### config.mk
export PLATFORM = sky130hd
export DESIGN_NAME = bit_stack_ctrl
export DESIGN_NICKNAME = d
export VERILOG_FILES = /design/src/rtl/bit_stack_ctrl.sv
export SDC_FILE = /design/constraint.sdc
export NUM_CORES = 1
export LEC_CHECK = 0
export CORE_AREA = 10 10 47 49
export CTS_CLUSTER_SIZE = 12
export DETAILED_ROUTE_END_ITERATION = 6
export DIE_AREA = 0 0 57 59
export GPL_TIMING_DRIVEN = 0
export HOLD_SLACK_MARGIN = 0.1
export PLACE_DENSITY = 0.79
export SYNTH_ARGS = -nofsm -noshare
export SYNTH_HDL_FRONTEND = slang
export SYNTH_SLANG_ARGS = --single-unit
### constraint.sdc
create_clock -name clk -period 2.05 [get_ports clk]
set_input_delay 0.3075 -clock clk [delete_from_list [all_inputs] [get_ports clk]]
set_output_delay 0.3075 -clock clk [all_outputs]
set_load 0.02 [all_outputs]
### src/rtl/bit_stack_ctrl.sv
// Valid/ready front end for an N-bit shift-register bit stack.
// Ports: clk, reset_n (sync, active-low); req_valid/req_ready/req_op/req_data request handshake;
// rsp_valid/rsp_ready/rsp_data/rsp_err response handshake;
// stk_push/stk_pop/stk_wr_en/stk_wr_data strobes to the stack; stk_in (bit 0 = top) from the stack;
// depth/full/empty occupancy; err_mismatch sticky shadow check (built only with BIT_STACK_SHADOW_EN).
module bit_stack_ctrl #(
  parameter  int N       = 5,
  localparam int DEPTH_W = $clog2(N + 1)
) (
  input  logic               clk,
  input  logic               reset_n,
  input  logic               req_valid,
  output logic               req_ready,
  input  logic               req_op,
  input  logic               req_data,
  output logic               rsp_valid,
  input  logic               rsp_ready,
  output logic               rsp_data,
  output logic               rsp_err,
  output logic               stk_push,
  output logic               stk_pop,
  output logic               stk_wr_en,
  output logic               stk_wr_data,
  input  logic [N-1:0]       stk_in,
  output logic [DEPTH_W-1:0] depth,
  output logic               full,
  output logic               empty,
  output logic               err_mismatch
);

  typedef enum logic [1:0] {
    IDLE,
    EXEC,
    RESP
  } state_t;

  state_t state_q;
  state_t state_d;

  logic acc;
  logic bad;
  logic ok_push;
  logic ok_pop;

  assign req_ready = reset_n && (state_q == IDLE);
  assign rsp_valid = (state_q == RESP);
  assign full      = (depth == DEPTH_W'(N));
  assign empty     = (depth == '0);

  assign acc     = req_valid && req_ready;
  // Overflow/underflow requests never reach the stack.
  assign bad     = req_op ? empty : full;
  assign ok_push = !req_op && !bad;
  assign ok_pop  = req_op && !bad;

  always_ff @(posedge clk) begin
    if (!reset_n) state_q <= IDLE;
    else          state_q <= state_d;
  end

  always_comb begin
    state_d = state_q;
    unique case (state_q)
      IDLE:    if (acc) state_d = EXEC;
      EXEC:    state_d = RESP;
      RESP:    if (rsp_ready) state_d = IDLE;
      default: state_d = IDLE;
    endcase
  end

  always_ff @(posedge clk) begin
    if (!reset_n) begin
      stk_push    <= 1'b0;
      stk_pop     <= 1'b0;
      stk_wr_en   <= 1'b0;
      stk_wr_data <= 1'b0;
      rsp_data    <= 1'b0;
      rsp_err     <= 1'b0;
      depth       <= '0;
    end else begin
      // Strobes are single-cycle pulses covering EXEC only.
      stk_push    <= 1'b0;
      stk_pop     <= 1'b0;
      stk_wr_en   <= 1'b0;
      stk_wr_data <= 1'b0;
      if (acc) begin
        stk_push    <= ok_push;
        stk_wr_en   <= ok_push;
        stk_wr_data <= ok_push && req_data;
        stk_pop     <= ok_pop;
        rsp_data    <= ok_pop && stk_in[0];
        rsp_err     <= bad;
      end
      if (state_q == EXEC) begin
        if (stk_push)     depth <= depth + DEPTH_W'(1);
        else if (stk_pop) depth <= depth - DEPTH_W'(1);
      end
      if (state_q == RESP && rsp_ready) begin
        rsp_data <= 1'b0;
        rsp_err  <= 1'b0;
      end
    end
  end

`ifdef BIT_STACK_SHADOW_EN
  logic [N-1:0] shadow;
  logic         mism;

  always_ff @(posedge clk) begin
    if (!reset_n) begin
      shadow <= '0;
      mism   <= 1'b0;
    end else begin
      if (state_q == EXEC) begin
        if (stk_push)     shadow <= {shadow[N-2:0], stk_wr_data};
        else if (stk_pop) shadow <= {1'b0, shadow[N-1:1]};
      end
      if (state_q == IDLE && stk_in != shadow) mism <= 1'b1;
    end
  end

  assign err_mismatch = mism;
`else
  logic unused_stk;
  assign unused_stk   = ^stk_in[N-1:1];
  assign err_mismatch = 1'b0;
`endif

endmodule

Yosys cells after proc, flatten, opt, wreduce, memory -nomap -nowiden. Cells that the tools add are included.

Bits of input ports: 11. Word-level logic and storage cells: 37. Flip-flop bits (word level): 10. Output and inout bits: 14.

Multiplexer cells: 6. Bitwise operators: 1. Eq/ne operators: 5. Reduce and logical (&&, ||, !) cells: 16. Add/sub/neg operators: 2.

Operators by type and width (number): 1-bit logical AND (7); 3-bit two-way mux (2); 2-bit case mux with 3 select lines (1); 2-bit AND reduction (3); 2-bit two-way mux (2); 3-bit by 1-bit adder with 3-bit output, second input constant (1); 3-bit equality test, second input constant (1); 3-bit logical NOT (1); 3-bit by 1-bit subtractor with 3-bit output, second input constant (1); 2-bit by 1-bit equality test with 1-bit output, second input constant (1); 2-bit equality test, second input constant (1); 1-bit logical NOT (2); 2-bit logical NOT (1); 2-bit by 1-bit != test with 1-bit output, second input constant (1); 2-bit != test, second input constant (1); 2-bit nonzero test (1); 2-bit OR reduction (1); 1-bit two-way mux (1); 1-bit inverter (1).

Logic depth before layout (Yosys ltp). Gate-level depths: netlist (run 1).

Depth in word-level cells: 5. Mapped depth: 5. Depth with buffers taken out: 5.

Least setup slack after synthesis (run 1). OpenSTA, ideal clock, no wires.

Kind: flip-flop to flip-flop. From: register stk_wr_en (netlist name). To: register depth[2]. Stages on the path, launching flop included: 6. Setup slack: 0.272 ns. Path buffers: 0. Period minus slack after synthesis: 1.778 ns. Library setup time: 0.070 ns. Data required time: 1.980 ns. Data arrival time: 1.709 ns. Cells stage by stage: dfxtp_1 -> inv_1 -> fa_1 -> xor2_1 -> or4_1 -> a21oi_1.

RTL lines: to (signal assigned) (line 95) `if (stk_push) depth <= depth + DEPTH_W'(1);`; to (signal assigned) (line 96) `else if (stk_pop) depth <= depth - DEPTH_W'(1);`; to (decl) (line 25) `output logic [DEPTH_W-1:0] depth,`.

Worst setup path after layout (run 1).
From: register depth[0]. To: output port full.

Cells in the longest elaborated chain, start to end: 1.

RTL lines: 3-bit equality test (line 47) `assign full = (depth == DEPTH_W'(N));`; to (decl) (line 26) `output logic full,`.

No other way between the ends.

==> implementation parameters, run 1 <==
Parameter                              Value

Global routing
  Antenna violations before repair ... 0
  Number of global-route vias before repair ... 411
  Global-route usage over all layers ... 0.0703
  GRT Residual Overflow ... 0
  Largest net degree at the start of global routing ... 8
  Global-route wire length before repair ... 1880 um

Logic synthesis
  Post-Syn Area per Cell ... 9.74 sq um
  Register area share after synthesis ... 0.437
  Post-synthesis compound-gate area fraction ... 0.131
  Top cell type by total area after synthesis ... sky130_fd_sc_hd__dfxtp_1
  Netlist cell types ... 28
  Mapped Area ... 458 sq um
  Count of yosys warnings during synthesis ... 0
  Multiplexer share of the synthesized area ... 0.0219
  Post-Syn Instances ... 47
  Flops & latches, synth ... 10
  Basic-gate share of the synthesized area counting and, or, nand and nor cells ... 0.270
  Synth Net Count ... 59
  Synthesized-area fraction occupied by adder cells ... 0.0437
  Dominant combinational cell family by area after synthesis ... simple AND/OR/NAND/NOR gates
  Post-synthesis share of cell area spent on xor and xnor gates ... 0.0191
  Share of the synthesized area in the top cell type ... 0.437
  Top cells by area in the synthesized netlist ... sky130_fd_sc_hd__dfxtp_1 44%, sky130_fd_sc_hd__a21oi_1 4.4%, sky130_fd_sc_hd__fa_1 4.4%, sky130_fd_sc_hd__a211oi_1 3.3%, sky130_fd_sc_hd__buf_4 3.3%

Clock tree
  Cts hold-fix bufs ... 0
  Root buf cell ... sky130_fd_sc_hd__clkbuf_4
  CTS buffer count ... 3
  CTS tree ... done
  Depth of the CTS H-tree ... 1
  Clock slew seen by the registers of the worst setup and hold paths ... 0.06 ns
  Maximum number of buffers from clock root to sink ... 2
  Clock latency at the later pin of the worst-skew pair ... 0.25 ns
  Clk sink count ... 10

STA
  Final hold violation count ... 0
  Highest clock rate ... 532 MHz
  Sum Neg Setup Slack ... 0 ns
  Setup repair after global routing missed its margin ... no
  Post-layout worst setup margin ... 0.169 ns
  Number of endpoints failing setup at the final stage ... 0
  Final min period ... 1.88 ns
  Max Slew Vio Count ... 0
  Post-route clock period utilization ... 0.918
  Worst clock skew ... 0.00266 ns

Place
  Worst slack at placement ... 0.0581 ns
  Number of I/O port buffers ... 19
  Placed instance area ... 668 sq um
  Global placer's final weighted congestion ... 0.769
  Detailed Place HPWL ... 910 um

Pwr
  Share of power burned in the clock network ... 0.307
  VDD IR-drop max ... 0.309 mV
  Sw Ratio ... 0.247
  Power Dens Cells ... 596 mW/mm^2
  Net switching power figure ... 0.102 mW
  Static power due to leakage ... 0.287 nW
  Part of the total power dissipated in sequential elements ... 0.507
  Internal power ... 0.311 mW
  Logic gate share of total power ... 0.187

Floorplanning
  Count of standard-cell rows ... 14
  Boundary Pins ... 25
  Standard cell core area ... 0.00140 sq mm
  Vert. Die Dim ... 59 um
  Width of the die ... 57 um
  Die outline area ... 0.00336 sq mm
  Effective utilization at floorplan ... 0.327

Final layout
  Post-route standard cell area excluding fillers ... 692 sq um
  Area growth syn-to-layout ... 51.1%
  Antenna diode instance count ... 0
  Final net count ... 83
  Fraction of layout instances using a drive strength above 1 ... 0.159
  Filler cell count ... 140
  Final core area utilization ... 0.494

Detailed routing
  Antenna violation net count after detailed routing ... 0
  Final Routed Wirelength ... 1080 um
  DR DRC count ... 0
  Starting DRT DRC Count ... 4
  Routed length per instance ... 12.7 um
  DR vias ... 395
  Detailed Routing Iterations Pass 1 ... 4
  Post-detailed-route via-to-cell ratio ... 4.65

Outcome
  Status ... finished clean

Worst hold path
  Path type of the worst min-delay path ... flop to flop

Worst setup path
  Critical path peak fanout ... 6
  Category of the worst setup path capture point ... output pin
  Required arrival time at the worst endpoint ... 1.74 ns
  WP data arrival ... 1.57 ns
  Worst setup path class ... flop to output pin
  CP Launch Type ... flop

Run
  Max cap viols ... 0
kinds of logic (layout without fill, tap and decap cells):
group                      after synthesis  count (layout)
adders and majority gates                1               1
muxes                                    1               1
other                                    1               1
xor gates and xnor gates                 1               1
AOI/OAI and AO/OA                       10              10
DFF                                     10              10
and+or+nand+nor                         17              17
buffers and inverters                    6              28
per-layer routing:
layer / up-vias / GRT usage / part of all wire / wire [um]
met2: 14 / 0.119 / 0.53 / 570
met1: 177 / 0.0650 / 0.36 / 393
li1: 204 / - / - / -
met3: 0 / 0.0472 / 0.11 / 116
met5: - / 0 / 0 / 0
met4: 0 / 0.0302 / 0 / 0
power groups by stage:
stage	Combinational, mW	Sequential [mW]	Clock (mW)
2_1_floorplan	0.0357	0.219	0
3_5_place_dp	0.0791	0.213	0
4_1_cts	0.0786	0.209	0.132
6_report	0.0771	0.209	0.126
3_3_place_gp	0.0776	0.213	0
5_1_grt	0.0845	0.210	0.141
critical path, cell delays in order, from the launching register on:
cell and delay [ns]:
sky130_fd_sc_hd__dfxtp_1 0.42, sky130_fd_sc_hd__and3b_1 0.26, sky130_fd_sc_hd__clkdlybuf4s50_1 0.64
through the flow:
stage / hold WS, ns / cells / power, mW
global route: 0.539 / 85 / 0.436
floorplan: 0.382 / 47 / 0.254
finish: 0.506 / 85 / 0.412
global placement: 0.489 / 82 / 0.291
detailed placement: 0.497 / 82 / 0.292
CTS: 0.512 / 85 / 0.419
worst paths after layout:
path	from	endpoint	slack (ns)	cells after the start
max reg2reg	stk_wr_en	depth[2]	0.31	5
max	depth[0]	full	0.17	2
min reg2reg	rsp_data	rsp_data	0.51	2
min	rsp_data	rsp_data	0.51	2
repair_timing:
action,4_1_cts,5_1_grt
setup endpoints to repair,1,1
resized for setup,1,1
endpoints found under the hold margin,0,0
setup buffers,0,0
cloned,0,0
layout make-up:
type                            instances  area, sq um  share of cell area
Buffer                                  3         20.0              0.0289
Clock buffer                            3         22.5              0.0325
Inverter                                3         11.3              0.0163
Multi-Input combinational cell         31          226               0.327
Sequential cell                        10          200               0.289
Tap cell                               16         20.0              0.0289
Timing Repair Buffer                   19          191               0.277
synth_stat cells:
library cell and count:
sky130_fd_sc_hd__and2_1 1, sky130_fd_sc_hd__and3_1 1, sky130_fd_sc_hd__or3_2 1, sky130_fd_sc_hd__or3b_2 1
sky130_fd_sc_hd__nor3b_2 1, sky130_fd_sc_hd__nand2b_1 1, sky130_fd_sc_hd__and3b_1 1, sky130_fd_sc_hd__or4_1 1
sky130_fd_sc_hd__a21oi_1 4, sky130_fd_sc_hd__and2b_2 1, sky130_fd_sc_hd__dfxtp_1 10, sky130_fd_sc_hd__a211oi_1 2
sky130_fd_sc_hd__fa_1 1, sky130_fd_sc_hd__o31ai_1 1, sky130_fd_sc_hd__o21ai_0 2, sky130_fd_sc_hd__nand2b_4 1
sky130_fd_sc_hd__or3_1 1, sky130_fd_sc_hd__nand3_1 1, sky130_fd_sc_hd__a21o_1 1, sky130_fd_sc_hd__mux2i_1 1
sky130_fd_sc_hd__buf_4 2, sky130_fd_sc_hd__xor2_1 1, sky130_fd_sc_hd__nor3_1 1, sky130_fd_sc_hd__conb_1 1
sky130_fd_sc_hd__buf_2 1, sky130_fd_sc_hd__nor4bb_1 1, sky130_fd_sc_hd__nor2_1 3, sky130_fd_sc_hd__inv_1 3
placed cells by master, fill, tap and decap left out, types with 2 or more instances in the layout:
cell / n
sky130_fd_sc_hd__a211oi_1: 2
sky130_fd_sc_hd__a21oi_1: 4
sky130_fd_sc_hd__buf_4: 2
sky130_fd_sc_hd__clkbuf_4: 3
sky130_fd_sc_hd__clkdlybuf4s50_1: 17
sky130_fd_sc_hd__dfxtp_1: 10
sky130_fd_sc_hd__inv_1: 3
sky130_fd_sc_hd__nor2_1: 3
sky130_fd_sc_hd__o21ai_0: 2
flip-flops by register name, summed over array words and instances (netlist names):
name and flops:
stk_pop 1, rsp_data 1, rsp_err 1, state_q 2, stk_wr_en 1, depth 3
stk_wr_data 1
Power figures use the tool's default switching activity.
==> inputs of run 2 (changes only) <==
--- a/config.mk
+++ b/config.mk
@@ -5,10 +5,10 @@
 export SDC_FILE = /design/constraint.sdc
 export NUM_CORES = 1
 export LEC_CHECK = 0
-export CORE_AREA = 10 10 47 49
+export CORE_AREA = 2 2 39 41
 export CTS_CLUSTER_SIZE = 12
 export DETAILED_ROUTE_END_ITERATION = 6
-export DIE_AREA = 0 0 57 59
+export DIE_AREA = 0 0 41 43
 export GPL_TIMING_DRIVEN = 0
 export HOLD_SLACK_MARGIN = 0.1
 export PLACE_DENSITY = 0.79
==> constraint.sdc (replaced) <==
create_clock -name clk -period 1.9 [get_ports clk]
set_input_delay 0.285 -clock clk [delete_from_list [all_inputs] [get_ports clk]]
set_output_delay 0.285 -clock clk [all_outputs]
set_load 0.02 [all_outputs]
==> run 2 against run 1 <==
Against the previous run: via count up 1.5%; core utilization up 1.5 points; die area down 48%; clock-buffer cell count up 1; non-clock buffer count unchanged; design area up 1.8%; wire length down 20%; sequential share of layout area down 0.51 points; global-route usage up 4.8 points; combinational power up 4.8%; critical path type unchanged; largest cell class unchanged; largest power group unchanged.
==> implementation parameters, run 2 (synthesis gave the netlist of run 1 again) <==
Parameter                              Value

Global routing
  Global-route usage over all layers ... 0.118
  Antenna violations before repair ... 0
  Number of global-route vias before repair ... 333
  Largest net degree at the start of global routing ... 8
  Global-route wire length before repair ... 1370 um
  GRT Residual Overflow ... 0

Outcome
  Status ... finished clean

Final layout
  Leading cell types in the layout, fill and taps excluded ... 16 x sky130_fd_sc_hd__clkdlybuf4s50_1, 10 x sky130_fd_sc_hd__dfxtp_1, 4 x sky130_fd_sc_hd__a21oi_1
  Finished Layout Cells ... 86
  Register with the highest flop count ... depth
  Largest registers ... depth: 3 flops, state_q: 2 flops
  Antenna diode instance count ... 0
  Leading cell type in the layout, fill and taps excluded ... sky130_fd_sc_hd__clkdlybuf4s50_1
  Filler cell count ... 132
  Number of flip-flops in the largest register ... 3
  Final net count ... 83
  Area growth syn-to-layout ... 53.8%
  Fraction of layout instances using a drive strength above 1 ... 0.171

STA
  Post-route clock period utilization ... 0.918
  Max Slew Vio Count ... 0
  Highest clock rate ... 574 MHz
  Post-layout worst setup margin ... 0.157 ns
  Final hold violation count ... 0
  Number of endpoints failing setup at the final stage ... 0
  Setup repair after global routing missed its margin ... no
  Final hold slack ... 0.503 ns
  Final min period ... 1.74 ns
  Worst clock skew ... 0.00176 ns

Clock tree
  Clock latency at the later pin of the worst-skew pair ... 0.26 ns
  Maximum number of buffers from clock root to sink ... 2
  CTS buffer count ... 3
  Cts hold-fix bufs ... 0
  Depth of the CTS H-tree ... 1
  Clock slew seen by the registers of the worst setup and hold paths ... 0.07 ns
  Root buf cell ... sky130_fd_sc_hd__clkbuf_4
  Number of buffers added for setup after CTS ... 0
  Clk sink count ... 10
  CTS tree ... done

Pwr
  VDD IR-drop max ... 0.322 mV
  Power Dens Cells ... 702 mW/mm^2
  Static power due to leakage ... 0.304 nW

Worst setup path
  Worst setup path class ... flop to output pin
  Cell with the largest stage delay on the worst path ... sky130_fd_sc_hd__clkdlybuf4s50_1
  WP data arrival ... 1.46 ns
  Required arrival time at the worst endpoint ... 1.62 ns
  Category of the worst setup path capture point ... output pin
  Critical path's largest stage delay ... 0.53 ns
  Crit-path cells ... and2b_2 > clkdlybuf4s50_1
  Crit-path leading delay family ... buffers and inverters
  CP Launch Type ... flop
  Buf+Inv Stages, Crit Path ... 1
  Critical path peak fanout ... 4

Floorplanning
  Standard cell core area ... 0.00138 sq mm
  Boundary Pins ... 25
  Die outline area ... 0.00176 sq mm
  Count of standard-cell rows ... 14
  Vert. Die Dim ... 43 um
  Width of the die ... 41 um
  Effective utilization at floorplan ... 0.331

Place
  Detailed Place HPWL ... 675 um
  Placed Cells ... 82
  Global placer's final weighted congestion ... 0.718
  Number of I/O port buffers ... 19
  Worst slack at placement ... -0.0273 ns

Detailed routing
  DR vias ... 401
  DR DRC count ... 0
  Post-detailed-route via-to-cell ratio ... 4.66
  Final Routed Wirelength ... 867 um
  Antenna violation net count after detailed routing ... 0
  Detailed Routing Iterations Pass 1 ... 2
  Routed length per instance ... 10.1 um
  Starting DRT DRC Count ... 2

Worst hold path
  Path type of the worst min-delay path ... flop to flop

Run
  Max cap viols ... 0
==> run 2: changes by cell type in the layout (fill, tap and decap cells not counted), sizes merged <==
cell | before | now
clkbuf | 3 | 4
clkdlybuf4s50 | 17 | 16
dlygate4sd2 | 1 | 2
==> run 2: repair_timing <==
item	in CTS	in global routing
hold endpoints to repair	0	0
endpoints found under the setup margin	2	1
resized for setup	2	1
pin swaps	0	0
cloned	0	0
==> run 2: layer usage <==
metal / up-vias / wire, um / part of all wire / track usage
met4: 0 / 19 / 0.022 / 0.100
met2: 10 / 406 / 0.47 / 0.163
met3: 2 / 38 / 0.044 / 0.0314
met5: - / 0 / 0 / 0
li1: 205 / - / - / -
met1: 184 / 402 / 0.46 / 0.144
==> run 2: power breakdown <==
group	total, mW	internal [mW]	leakage [nW]	switching, mW
Combinational	0.0808	0.0435	0.201	0.0373
Sequential	0.225	0.218	0.0814	0.00760
Clock	0.188	0.116	0.0210	0.0718
Total	0.494	0.377	0.304	0.117
==> run 2: final timing paths <==
kind | startpoint | slack [ns] | endpoint | cells past startpoint
setup reg to reg | stk_wr_en | 0.19 | depth[2] | 5
setup / recovery | state_q[0] | 0.16 | rsp_valid | 2
hold reg to reg | rsp_err | 0.50 | rsp_err | 2
hold / removal | rsp_err | 0.50 | rsp_err | 2
==> run 2: metrics by stage <==
step                TNS [ns]   util  total power [mW]  area [sq um]
global placement     -0.0119  0.483             0.312           668
global route               0  0.509             0.517           704
floorplan                  0      -             0.275           458
CTS                        0  0.507             0.502           702
finish                     0  0.509             0.494           704
detailed placement   -0.0273  0.483             0.314           668
==> run 2: layout make-up <==
class                      instances  area (sq um)  share of cell area
tap                               16          20.0              0.0284
clock buffer                       4          36.3              0.0515
inverter                           3          11.3              0.0160
buffer                             3          20.0              0.0284
sequential                        10           200               0.284
timing repair buffer              19           190               0.270
multi-input combinational         31           226               0.321
==> run 2: tightest hold or removal path, cell delays in order (launching register included) <==
cell and delay, ns:
sky130_fd_sc_hd__dfxtp_1 0.31, sky130_fd_sc_hd__nor2_1 0.10, sky130_fd_sc_hd__a211oi_1 0.05
==> inputs of run 3 (changes only) <==
--- a/config.mk
+++ b/config.mk
@@ -11,7 +11,7 @@
 export DIE_AREA = 0 0 41 43
 export GPL_TIMING_DRIVEN = 0
 export HOLD_SLACK_MARGIN = 0.1
-export PLACE_DENSITY = 0.79
+export PLACE_DENSITY = 0.72
 export SYNTH_ARGS = -nofsm -noshare
 export SYNTH_HDL_FRONTEND = slang
 export SYNTH_SLANG_ARGS = --single-unit
==> run 3 against run 2 <==
Against the previous run: non-clock buffer count is the same; largest cell class unchanged; clock power up 3%; flip-flop and latch count did not move; sequential share of layout area rose by 0.15 points; combinational power rose by 0.6%; global-route usage rose by 0.82 points; critical path type unchanged.
==> implementation parameters, run 3 (synthesis gave the netlist of run 1 again) <==
Parameter                              Value

Outcome
  Status ... finished clean

Global routing
  Number of global-route vias before repair ... 328
  Antenna violations before repair ... 0
  GRT Residual Overflow ... 0
  Largest net degree at the start of global routing ... 8
  GRT met2 Usage ... 0.150
  Global routing's busiest layer ... met1
  Global-route wire length before repair ... 1390 um
  Global-route usage over all layers ... 0.126
  Global routing met3 resource utilization ... 0.0314
  Met1 routing resource usage after global routing ... 0.164

STA
  Setup repair after global routing missed its margin ... no
  Final min period ... 1.77 ns
  Max Slew Vio Count ... 0
  Highest clock rate ... 566 MHz
  Post-route clock period utilization ... 0.930
  Post-layout worst setup margin ... 0.133 ns
  Sum Neg Setup Slack ... 0 ns
  Worst clock skew ... 0.00650 ns
  Final hold violation count ... 0
  Number of endpoints failing setup at the final stage ... 0
  Final hold slack ... 0.511 ns

Pwr
  Sw Ratio ... 0.245
  VDD IR-drop max ... 0.329 mV
  Static power due to leakage ... 0.290 nW
  Power Dens Cells ... 714 mW/mm^2
  Net switching power figure ... 0.123 mW
  Internal power ... 0.378 mW
  Logic gate share of total power ... 0.162
  Part of the total power dissipated in sequential elements ... 0.450
  Share of power burned in the clock network ... 0.388
  Final total power ... 0.501 mW

Floorplanning
  Effective utilization at floorplan ... 0.331
  Boundary Pins ... 25
  Die outline area ... 0.00176 sq mm
  Standard cell core area ... 0.00138 sq mm
  Vert. Die Dim ... 43 um
  Count of standard-cell rows ... 14
  Width of the die ... 41 um

Final layout
  Register with the highest flop count ... depth
  Leading cell types in the layout, fill and taps excluded ... 16 x sky130_fd_sc_hd__clkdlybuf4s50_1, 10 x sky130_fd_sc_hd__dfxtp_1, 4 x sky130_fd_sc_hd__a21oi_1
  Antenna diode instance count ... 0
  Number of flip-flops in the largest register ... 3
  Largest registers ... depth: 3 flops, state_q: 2 flops
  Finished Layout Cells ... 86
  Final net count ... 83
  Area growth syn-to-layout ... 53.0%
  Fraction of layout instances using a drive strength above 1 ... 0.171
  Filler cell count ... 146
  Leading cell type in the layout, fill and taps excluded ... sky130_fd_sc_hd__clkdlybuf4s50_1

Clock tree
  Clk sink count ... 10
  Clock latency at the later pin of the worst-skew pair ... 0.27 ns
  CTS buffer count ... 3
  Cts hold-fix bufs ... 0
  CTS tree ... done
  Clock slew seen by the registers of the worst setup and hold paths ... 0.07 ns
  Number of buffers added for setup after CTS ... 0
  Count of instances resized after the clock tree is built ... 3
  Root buf cell ... sky130_fd_sc_hd__clkbuf_4
  Maximum number of buffers from clock root to sink ... 2
  Depth of the CTS H-tree ... 1

Detailed routing
  Routed length per instance ... 10.5 um
  Final Routed Wirelength ... 907 um
  Detailed Routing Iterations Pass 1 ... 2
  DR DRC count ... 0
  DR vias ... 402
  Starting DRT DRC Count ... 2
  Post-detailed-route via-to-cell ratio ... 4.67
  Antenna violation net count after detailed routing ... 0

Place
  Placed Cells ... 82
  Worst slack at placement ... -0.0140 ns
  Number of I/O port buffers ... 19
  Global placer's final weighted congestion ... 0.662
  Detailed Place HPWL ... 704 um

Worst setup path
  Worst setup path class ... flop to output pin
  CP Launch Type ... flop
  Critical path peak fanout ... 6
  Register-to-register setup slack ... 0.20 ns
  Category of the worst setup path capture point ... output pin
  Required arrival time at the worst endpoint ... 1.62 ns
  WP data arrival ... 1.48 ns

Worst hold path
  Path type of the worst min-delay path ... flop to flop

Run
  Max cap viols ... 0
-- run 3: final timing paths --
kind               to  cells after the start       from
max reg2reg  depth[2]                      5  stk_wr_en
min reg2reg   rsp_err                      2    rsp_err
max             empty                      3   depth[0]
min           rsp_err                      2    rsp_err
-- run 3: power by group through the flow --
stage | Sequential, mW | Combinational, mW | Clock, mW
after floorplan | 0.236 | 0.0385 | 0
after global placement | 0.230 | 0.0828 | 0
final | 0.225 | 0.0813 | 0.194
after detailed placement | 0.230 | 0.0842 | 0
after global routing | 0.226 | 0.0890 | 0.212
after CTS | 0.225 | 0.0825 | 0.202
-- run 3: layout make-up --
class / count / area [sq um] / area share
buffer: 3 / 20.0 / 0.0286
clock buffer: 4 / 36.3 / 0.0518
inverter: 3 / 11.3 / 0.0161
multi-input combinational: 31 / 226 / 0.323
sequential: 10 / 200 / 0.286
tap: 16 / 20.0 / 0.0286
timing repair buffer: 19 / 186 / 0.266
-- run 3: stage by stage --
| stage | cell area, sq um | util |
|---|---|---|
| floorplan | 458 | - |
| global placement | 668 | 0.483 |
| detailed placement | 668 | 0.483 |
| CTS | 701 | 0.506 |
| global route | 701 | 0.506 |
| finish | 701 | 0.506 |
-- run 3: per-layer routing --
| metal | part of all wire | vias to the layer above |
|---|---|---|
| met3 | 0.054 | 4 |
| met5 | 0 | - |
| met4 | 0.044 | 0 |
| met2 | 0.44 | 12 |
| met1 | 0.46 | 178 |
| li1 | - | 208 |
-- run 3: critical path, cell delays in order (launching register included) --
cell,delay [ns]
sky130_fd_sc_hd__dfxtp_1,0.37
sky130_fd_sc_hd__or3_1,0.43
sky130_fd_sc_hd__inv_1,0.09
sky130_fd_sc_hd__dlygate4sd2_1,0.33
